[config.mk]
export PLATFORM = sky130hd
export DESIGN_NAME = TNS_dec_06
export DESIGN_NICKNAME = d
export VERILOG_FILES = /design/src/rtl/tns_rx_checker_pkg.sv /design/src/rtl/tns_rx_checker_dec.sv
export SDC_FILE = /design/constraint.sdc
export NUM_CORES = 1
export LEC_CHECK = 0
export ABC_CLOCK_PERIOD_IN_PS = 2500
export CAP_MARGIN = 20
export CORE_AREA = 8 8 45 47
export DETAILED_ROUTE_END_ITERATION = 12
export DIE_AREA = 0 0 53 55
export PLACE_DENSITY = 0.39
export SLEW_MARGIN = 20
export SYNTH_ARGS = -nofsm -noshare
export SYNTH_HDL_FRONTEND = slang
export SYNTH_SLANG_ARGS = --single-unit
[constraint.sdc]
create_clock -name vclk -period 2.5
set_input_delay 0.75 -clock vclk [all_inputs]
set_output_delay 0.75 -clock vclk [all_outputs]
set_load 0.02 [all_outputs]
[src/rtl/tns_rx_checker_pkg.sv]
// Shared TNS constants plus the per-group violation rule and codeword decode,
// reused by the checker, the decoder and any bench that wants them.
package tns_rx_checker_pkg;

    localparam int TNS_GW         = 3;
    localparam int TNS_RADIX      = 6;
    localparam int TNS_NGROUP_DEF = 2;
    localparam int TNS03_C        = 36;
    localparam int BLEN02         = 6;

    // A group may not rise into 3'b100 from a low top bit, nor fall into 3'b011 from a high one.
    function automatic logic tns_grp_viol(input logic [2:0] g, input logic prev);
        return ((g == 3'b100) && !prev) || ((g == 3'b011) && prev);
    endfunction

    // 3'b100 and 3'b011 are never emitted by the encoder; they decode to zero.
    function automatic logic [2:0] tns_grp_dec(input logic [2:0] g);
        logic [2:0] d;
        case (g)
            3'b000:  d = 3'd0;
            3'b001:  d = 3'd1;
            3'b010:  d = 3'd2;
            3'b101:  d = 3'd3;
            3'b110:  d = 3'd4;
            3'b111:  d = 3'd5;
            default: d = 3'd0;
        endcase
        return d;
    endfunction

endpackage

[src/rtl/tns_rx_checker_dec.sv]
// TNS_dec_06: combinational decoder that turns a TSV word back into data,
// treating each 3-bit group as one base-6 digit, most significant group first.
module TNS_dec_06
    import tns_rx_checker_pkg::*;
#(
    parameter int NGROUP = TNS_NGROUP_DEF,
    parameter int DLEN   = BLEN02
) (
    input  logic [TNS_GW*NGROUP-1:0] i_tsv,
    output logic [DLEN-1:0]          o_data
);

    always_comb begin
        o_data = '0;
        for (int j = NGROUP - 1; j >= 0; j--) begin
            o_data = (o_data * DLEN'(TNS_RADIX)) + DLEN'(tns_grp_dec(i_tsv[TNS_GW*j +: TNS_GW]));
        end
    end

endmodule

* After elaboration in Yosys (flattened, before gate mapping)
Index checks and enable logic that the tools add are counted.
** Storage, ports and cells
- Register bits after elaboration :: 0
- Input port bits :: 6
- Output and inout bits :: 6
- Word-level logic and storage cells :: 14
** Cells by class
- $add $sub $neg :: 1
- Multiply operators :: 1
- Equal/unequal tests :: 10
- Multiplexer cells :: 2
** Operators by type and width (count)
- one-hot mux 3 bit (5 select lines) :: 2
- == test 3 bit (second input constant) :: 6
- adder 6 x 3 -> 6 bit :: 1
- == test 3 x 1 -> 1 bit (second input constant) :: 2
- == test 3 x 2 -> 1 bit (second input constant) :: 2
- multiplier 3 x 2 -> 5 bit (second input constant) :: 1

* Depth between registers and ports, before layout
Gate-level depths: netlist of the first run.
- Depth after elaboration :: 4
- Mapped depth :: 7
- Gate-level depth less buffers :: 7

* Worst setup path before layout of the first run
Ideal clock, no wire load.
- Path kind :: input to output
- Start point :: in i_tsv[3]
- End point :: out o_data[4]
- Data arrival time :: 1.957 ns
- Required time :: 1.750 ns
- Setup slack :: -0.207 ns
- Stages on the path :: 6
- Buffers on the path :: 0
- Cells stage by stage :: xor2_1 > o21ai_0 > ha_1 > nand2_1 > o31ai_2 > xnor2_1
** On the way
- Cells in the longest elaborated chain, start to end :: 4
- Elaborated cells between the ends (all ways) :: 8
- Those cells by class :: 1 x add/sub; 1 x mul; 5 x eq/ne; 1 x mux
** RTL lines
- start: declaration :: line tns_rx_checker_dec.sv:9 : input logic [TNS_GW*NGROUP-1:0] i_tsv,
- == test 3 bit (tied with other cells) :: line tns_rx_checker_pkg.sv:19 : case (g)
- one-hot mux 3 bit (5 select lines) * :: line tns_rx_checker_pkg.sv:19
- multiplier 3 x 2 -> 5 bit * :: line tns_rx_checker_dec.sv:16 : o_data = (o_data * DLEN'(TNS_RADIX)) + DLEN'(tns_grp_dec(i_tsv[TNS_GW*j +: TNS_GW]));
- adder 6 x 3 -> 6 bit * :: line tns_rx_checker_dec.sv:16
- end: declaration :: line tns_rx_checker_dec.sv:10 : output logic [DLEN-1:0] o_data
Mark *: on every way between the ends. The rest lies on a longest branch, timed or not.

* Worst setup path after layout of the first run
Same ends and word-level chain as after synthesis.

==> results of run 1 <==
tightest hold or removal path, stage by stage:
cell,delay [ns]
buf_8,0.08
buf_4,0.11
and3_4,0.18
buf_6,0.11
cells by family (layout without fill, tap and decap cells):
family / Yosys count / in the layout / synth area share
xor+xnor: 5 / 5 / 0.222
buf+inv: 3 / 23 / 0.0570
simple gates: 11 / 11 / 0.272
compound gates: 6 / 6 / 0.222
fa+ha+maj: 3 / 3 / 0.228
final timing paths:
kind / end / slack [ns] / cells past startpoint
worst max-delay path: o_data[4] / -0.17 / 8
worst min-delay path: o_data[5] / 1.98 / 4
repair_timing:
item,in CTS,in global routing
pin swaps,12,8
setup buffers,1,1
gates resized for setup,72,2
endpoints found under the setup margin,6,5
cell type report:
cell class / instances / area, um2 / area share
Tap cell: 16 / 20.0 / 0.0430
Multi-Input combinational cell: 25 / 246 / 0.530
Inverter: 3 / 11.3 / 0.0242
Timing Repair Buffer: 20 / 188 / 0.403
per-stage QoR:
| stage | setup TNS, ns | area (um2) | instances |
|---|---|---|---|
| after global placement | -5.43 | 408 | 63 |
| after global routing | -0.842 | 465 | 64 |
| after detailed placement | -5.53 | 408 | 63 |
| after CTS | -0.775 | 459 | 64 |
| after floorplan | -0.0484 | 215 | 28 |
| final | -0.603 | 465 | 64 |
metal layers:
layer,up-vias,track usage
li1,131,-
met1,110,0.0456
met2,10,0.0820
met3,0,0.0134
met4,0,0
met5,-,0
power groups by stage:
| stage | Sequential [mW] | Combinational, mW | Clock, mW |
|---|---|---|---|
| finish | 0 | 0.111 | 0 |
| global route | 0 | 0.120 | 0 |
| CTS | 0 | 0.111 | 0 |
| detailed placement | 0 | 0.0978 | 0 |
| global placement | 0 | 0.0979 | 0 |
| floorplan | 0 | 0.0489 | 0 |
cell usage in the layout (no fill, tap or decap):
cell	Yosys	final
buf_4	0	10
nor2_2	0	1
buf_6	0	6
ha_1	2	2
buf_2	0	1
a21boi_0	1	1
buf_8	0	2
inv_1	3	2
nand2_2	0	2
nand3_2	0	1
and3_4	0	1
xnor2_2	0	1
nor2_1	3	2
o21ai_2	0	2
o21ai_1	1	1
nand2_1	4	2
o31ai_4	0	1
and2_4	0	1
and3b_1	1	1
clkdlybuf4s50_1	0	1
xor2_1	4	2
inv_2	0	1
xor2_2	0	2
a21oi_2	1	1
fa_2	0	1
==> summary.md, run 1 <==
| Metric | Value |
|---|---|
| Fin. Hold Viols | 0 |
| Net Sw Frac | 0.470 |
| Nets@finish | 59 |
| Clock network power share | 0 |
| Core Area | 0.00138 mm2 |
| Util after Layout | 0.336 |
| Max Clk Rate | 374 MHz |
| Routed wl met3 | 64 um |
| Fin crit share | 1.07 |
| Final max-slew violation count | 0 |
| DR vias | 251 |
| Chip width | 53 um |
| Synth top area cells | xor2_1 (18%), ha_1 (13%), fa_1 (10%) |
| Syn. warnings | 0 |
| Area leader, netlist | xor2_1 |
| GPL Wtd Cong | 0.660 |
| Critical path launch point | i_tsv[3] |
| First-pass GRT wire length | 1020 um |
| Power per Cell Area | 239 mW/mm2 |
| Slowest cell on the critical path | ha_1 |
| Mapped Nets | 37 |
| Syn avg cell area | 7.06 um2 |
| Worst-Margin Slew | 0.270 ns |
| Synth cell count leaders | nand2_1 (4), xor2_1 (4), inv_1 (3), nor2_1 (3) |
| Pwr Total | 0.111 mW |
| WP data arrival | 1.92 ns |
| GRT overflow | 0 |
| Area Overhead vs Synth | 135% |
| Worst path buffer plus inverter count | 2 |
| Violated checks | setup timing |
| Layout cells sized above 1 | 0.708 |
| Mapped Area | 198 um2 |
| Min Hold Slack | 1.98 ns |
| Final setup viols | 4 |
| RSZ-0062 raised after global routing | yes |
| Starting Density | 0.143 |
| Row count | 14 |
| Initial DRC Count | 0 |
| Flip-flop and latch area | 0 um2 |
| Worst ir drop on vdd | 0.0885 mV |
| Critical path type | in -> out |
| Full die area | 0.00292 mm2 |
| Seq pwr share | 0 |
| Die height | 55 um |
| Relative slew slack | 0.819 |
| CP startpoint kind | primary input |
| Kind of cell adding the most delay to the critical path | XOR/XNOR gates |
| Synth top area share | 0.177 |
| Seq Cell Count | 0 |
| Sw Pwr | 0.0522 mW |
| Top routing layer in use | met3 |
| Largest net degree at the start of global routing | 6 |
| WL met2 | 301 um |
| CP Max Fanout | 5 |
| Internal Power | 0.0589 mW |
| Initial antenna violation count | 0 |
| Netlist cell types | 16 |
| Crit-path cells | buf_8 > xor2_2 > o21ai_2 > ha_1 > nand2_2 > o31ai_4 > xnor2_2 > buf_4 |
| Vias in the first global route | 269 |
| DRT Wirelength | 601 um |
| Sequential element share of the synthesized area | 0 |
| IO Count | 12 |
| Drt first pass iters | 1 |
| Setup crit end kind | primary output |
| Final worst-path setup slack | -0.172 ns |
| PortBufs | 12 |
| CTS Hold Bufs | 0 |
| P_leak | 0.223 nW |
| Layout clock buffers | 0 |
| Max-cap violations | 0 |
| Outcome | finished, violations left |
| Dpl ws | -1.18 ns |
| Final HPWL from detailed placement | 504 um |
| Post-DR vias/cell | 3.92 |
| CP peak stage delay | 0.28 ns |
| Wire length on met1 | 235 um |
| Combinational Power Share | 1.000 |
| Critical path data required time | 1.75 ns |
| Post-Synthesis Cells | 28 |
| Min-delay src | i_tsv[5] |
| Antenna cells | 0 |
| Hold Path Class | in -> out |
| Min cycle time layout | 2.67 ns |
| Fillers | 147 |
| DRC viols | 0 |
| Routed len/inst | 9.39 um |
| Routed Antenna Nets | 0 |
| Gr usage total | 0.0421 |
(Power assumes the default switching activity.)
==> run 2, diff against run 1 <==
Settings changed: CELL_PAD_IN_SITES_DETAIL_PLACEMENT from default to 2, CELL_PAD_IN_SITES_GLOBAL_PLACEMENT from default to 2, PLACE_DENSITY 0.39 to 0.64.
==> run 2 against run 1 <==
  * The flow still finishes with violations (setup timing)
  * Final cell count rose by 1.6%
  * Fmax fell by 0.46%
  * Power increased by 7.8%
  * Combinational power is 8% higher
  * Die area did not move
  * Hold slack gained 0.028 ns
  * Wire length increased by 38%
  * Utilization rose by 2.9 points
  * Non-clock buffer count rose by 1
  * Final area increased by 8.6%
  * Flip-flop and latch count unchanged
  * Global-route usage is 2.2 points higher
  * Critical path type unchanged
==> summary.md, run 2 (synthesis gave the netlist of run 1 again) <==
| Metric | Value |
|---|---|
| Post-DR vias/cell | 4.11 (+4.7%) |
| Min Hold Slack | 2.01 ns (+0.0277 ns) |
| Final TNS setup | -0.701 ns (-0.0984 ns) |
| Critical path launch point | i_tsv[0] |
| Initial antenna violation count | 0 (unchanged) |
| Worst ir drop on vdd | 0.0582 mV (-34%) |
| GRT overflow | 0 (unchanged) |
| DRC viols | 0 (unchanged) |
| Nets@finish | 60 (+1.7%) |
| First-pass GRT wire length | 1490 um (+46%) |
| Layout clock buffers | 0 (unchanged) |
| PortBufs | 12 (unchanged) |
| Area Overhead vs Synth | 156% |
| Crit path to | o_data[3] |
| Most common cell after layout, fill and taps aside | buf_4 |
| Final worst-path setup slack | -0.185 ns (-0.0123 ns) |
| Initial DRC Count | 0 (unchanged) |
| Dpl ws | -1.23 ns (-0.0496 ns) |
| Routed Antenna Nets | 0 (unchanged) |
| Chip width | 53 um (unchanged) |
| GPL Wtd Cong | 0.734 (+11%) |
| DRT Wirelength | 828 um (+38%) |
| CP startpoint kind | primary input |
| Critical path type | in -> out |
| Antenna cells | 0 (unchanged) |
| Gr usage total | 0.0645 (+0.0224) |
| Pwr Total | 0.120 mW (+7.8%) |
| Layout cells sized above 1 | 0.796 (+0.0876) |
| DR vias | 267 (+6.4%) |
| Fin. Hold Viols | 0 (unchanged) |
| Critical path data required time | 1.75 ns (about the same) |
| Relative slew slack | 0.839 (+0.0194) |
| Die height | 55 um (unchanged) |
| Power per Cell Area | 237 mW/mm2 (-0.70%) |
| Final setup viols | 4 (unchanged) |
| WP data arrival | 1.93 ns (about the same) |
| Most frequent cells in the layout | buf_4 (9), buf_6 (7), nand2_2 (3), o21ai_2 (3) |
| Hold Path Class | in -> out |
| Row count | 14 (unchanged) |
| Max-cap violations | 0 (unchanged) |
| Core Area | 0.00138 mm2 (unchanged) |
| Final max-slew violation count | 0 (unchanged) |
| Seq Cell Count | 0 (unchanged) |
| Flip-flop and latch area | 0 um2 (unchanged) |
| Fin crit share | 1.07 (+0.00494) |
| Min cycle time layout | 2.68 ns (+0.0123 ns) |
| Outcome | finished, violations left |
| Final HPWL from detailed placement | 671 um (+33%) |
| Setup crit end kind | primary output |
| Violated checks | setup timing |
| Starting Density | 0.143 (unchanged) |
| Largest net degree at the start of global routing | 6 (unchanged) |
| IO Count | 12 (unchanged) |
| Vias in the first global route | 317 (+18%) |
| Full die area | 0.00292 mm2 (unchanged) |
| Max Clk Rate | 373 MHz (-0.46%) |
| P_leak | 0.230 nW (+3.4%) |
| Worst-Margin Slew | 0.241 ns (-0.0290 ns) |
| CTS Hold Bufs | 0 (unchanged) |
| RSZ-0062 raised after global routing | yes |
| Routed len/inst | 12.7 um (+36%) |
| CP Max Fanout | 3 (-2) |
| Drt first pass iters | 1 (unchanged) |
[run 2: worst min-delay path by stage]
stage,cells after the start,to,slack [ns],from
2_1_floorplan,1,o_data[0],1.69,i_tsv[0]
3_3_place_gp,3,o_data[0],2.59,i_tsv[0]
6_report,4,o_data[5],2.01,i_tsv[4]
4_1_cts,4,o_data[5],2.00,i_tsv[4]
5_1_grt,4,o_data[5],2.03,i_tsv[4]
3_5_place_dp,3,o_data[0],2.61,i_tsv[0]
[run 2: final cells by class]
class	count	area, um2
Multi-Input combinational cell	25	273
Timing Repair Buffer	21	201
Fill cell	158	878
Inverter	3	11.3
Tap cell	16	20.0
[run 2: per-layer routing]
layer,wire (um),track usage
met1,269,0.0699
met4,0,0
met5,0,0
met2,528,0.139
met3,30,0.00267
[run 2: where the power goes]
group	internal [mW]	leakage, nW	switching, mW
Clock	0	0	0
Sequential	0	0	0
Combinational	0.0629	0.230	0.0570
Total	0.0629	0.230	0.0570
[run 2: worst max-delay path, stage by stage]
cell     delay (ns)
buf_6          0.09
and3b_1        0.18
a21oi_2        0.17
nor2_2         0.08
fa_2           0.38
xor2_2         0.16
buf_6          0.13
[run 2: through the flow]
step | area (um2) | utilization | instances
finish | 505 | 0.365 | 65
global route | 505 | 0.365 | 65
CTS | 497 | 0.359 | 65
detailed placement | 408 | 0.295 | 63
global placement | 408 | 0.295 | 63
floorplan | 215 | - | 28
[run 2: timing repair]
item                                    in CTS  in global routing
pin swaps                                   12                  9
endpoints found under the setup margin       6                  5
resized for setup                           77                  2
buffers inserted                             2                  1
==> run 3, diff against run 2 <==
Settings changed: ABC_CLOCK_PERIOD_IN_PS 2500 to 3000.
Clock period 2.5 ns to 3 ns, I/O delays scaled along.
==> run 3 against run 2 <==
  * Worst setup slack improved by 0.17 ns
  * Die area did not move
  * Utilization fell by 0.90 points
  * Count of clock-buffer cells in the layout did not move
  * First-iteration DRC count rose by 5
  * The run still ends with setup timing left
  * Hold slack improved by 0.32 ns
  * Via count fell by 5.2%
  * Global-route usage rose by 0.49 points
  * Combinational power fell by 21%
  * Final cell count fell by 6.2%
==> summary.md, run 3 (synthesis gave the netlist of run 1 again) <==
| Metric | Value |
|---|---|
| Layout clock buffers | 0 (unchanged) |
| DRT Wirelength | 936 um (+13%) |
| Outcome | finished, violations left |
| Starting Density | 0.143 (unchanged) |
| DRC viols | 0 (unchanged) |
| Nets@finish | 56 (-6.7%) |
| Hold Path Class | in -> out |
| WP data arrival | 2.12 ns (+0.19 ns) |
| Max-cap violations | 0 (unchanged) |
| Max Clk Rate | 331 MHz |
| Net Sw Frac | 0.521 (+0.0460) |
| Final max-slew violation count | 0 (unchanged) |
| Drt first pass iters | 2 (+1) |
| Post-DR vias/cell | 4.15 (+0.97%) |
| Combinational Power Share | 1.000 (about the same) |
| Non-filler cells, final | 61 (-6.2%) |
| Setup crit end kind | primary output |
| PortBufs | 12 (unchanged) |
| Routed len/inst | 15.3 um (+20%) |
| Sw Pwr | 0.0498 mW (-13%) |
| Final worst-path setup slack | -0.0169 ns (+0.168 ns) |
| Row count | 14 (unchanged) |
| CP Max Fanout | 5 (+2) |
| Violated checks | setup timing |
| Worst-Margin Slew | 0.248 ns (+0.00676 ns) |
| RSZ-0062 raised after global routing | yes |
| Area Overhead vs Synth | 149% |
| Vias in the first global route | 291 (-8.2%) |
| Most common cell after layout, fill and taps aside | buf_4 |
| P_leak | 0.217 nW (-5.9%) |
| Fin crit share | 1.01 |
| First-pass GRT wire length | 1600 um (+7.4%) |
| Antenna cells | 0 (unchanged) |
| Internal Power | 0.0457 mW (-27%) |
| Final setup viols | 1 (-3) |
| CTS Hold Bufs | 0 (unchanged) |
| Die height | 55 um (unchanged) |
| Largest net degree at the start of global routing | 6 (unchanged) |
| GPL Wtd Cong | 0.653 (-11%) |
| Critical path data required time | 2.10 ns (+0.35 ns) |
| Util after Layout | 0.356 (-0.00904) |
| Layout cells sized above 1 | 0.733 (-0.0626) |
| Gr usage total | 0.0694 (+0.00492) |
| Initial antenna violation count | 0 (unchanged) |
| DR vias | 253 (-5.2%) |
| Core Area | 0.00138 mm2 (unchanged) |
| Critical path type | in -> out |
| Inst Count DP | 61 (-3.2%) |
| Chip width | 53 um (unchanged) |
| Min cycle time layout | 3.02 ns |
| Routed Antenna Nets | 0 (unchanged) |
| Seq Cell Count | 0 (unchanged) |
| Full die area | 0.00292 mm2 (unchanged) |
| Initial DRC Count | 5 (+5) |
| Worst ir drop on vdd | 0.0576 mV (-0.99%) |
| Seq pwr share | 0 (unchanged) |
| Most frequent cells in the layout | buf_4 (6), buf_6 (4), xor2_1 (3), buf_2 (3) |
| GRT overflow | 0 (unchanged) |
| IO Count | 12 (unchanged) |
| Final HPWL from detailed placement | 707 um (+5.3%) |
| Clock network power share | 0 (unchanged) |
| WHS Path Cells | 4 (unchanged) |
| Fin. Hold Viols | 0 (unchanged) |
| Flip-flop and latch area | 0 um2 (unchanged) |
| Relative slew slack | 0.834 (-0.00453) |
| Power per Cell Area | 194 mW/mm2 (-18%) |
| CP startpoint kind | primary input |
run 3: cell types whose count changed in the layout (fill, tap and decap cells not counted), moves of 2 or more:
| cell | previous run | this run |
|---|---|---|
| xor2_2 | 2 | 0 |
| buf_6 | 7 | 4 |
| o21ai_2 | 3 | 1 |
| o21ai_4 | 0 | 2 |
| buf_4 | 9 | 6 |
run 3: area by class of cell:
type               count  area (um2)
inverters              3        13.8
fillers              154         891
well taps             16        20.0
multi-input cells     25         299
repair buffers        17         160
run 3: critical path, cell delays in order:
cell     delay, ns
buf_12        0.12
xor2_4        0.18
o21ai_4       0.09
ha_4          0.26
nand2_2       0.05
o31ai_4       0.22
xnor2_2       0.14
buf_4         0.16
run 3: what timing repair did:
item | in CTS | in global routing
pin swaps | 11 | 10
endpoints found under the setup margin | 6 | 5
setup buffers | 1 | 0
resized for setup | 72 | 8
run 3: path summary, 6_finish.rpt:
check	start	endpoint	slack, ns
max	i_tsv[3]	o_data[4]	-0.02
min	i_tsv[5]	o_data[5]	2.33
run 3: power by group through the flow:
stage	sequential (mW)	combinational [mW]	clock, mW
6_report	0	0.0954	0
5_1_grt	0	0.104	0
4_1_cts	0	0.0902	0
3_5_place_dp	0	0.0788	0
3_3_place_gp	0	0.0763	0
2_1_floorplan	0	0.0377	0
run 3: through the flow:
stage / TNS, ns / instance area, um2 / worst slack, ns / power (mW) / hold WS (ns)
floorplan: 0 / 205 / 0.0212 / 0.0377 / 1.99
global placement: -4.43 / 383 / -1.08 / 0.0763 / 2.90
detailed placement: -4.77 / 383 / -1.16 / 0.0788 / 2.94
CTS: -0.164 / 455 / -0.0973 / 0.0902 / 2.32
global route: -0.125 / 493 / -0.0808 / 0.104 / 2.36
finish: -0.0169 / 493 / -0.0169 / 0.0954 / 2.33
run 3: routing by layer:
metal  vias to the layer above  share of wire  track usage  wire (um)
li1                        129              -            -          -
met1                       120           0.47       0.0973        439
met2                         4           0.50        0.121        471
met3                         0          0.027      0.00267         25
met4                         0              0            0          0
met5                         -              0            0          0
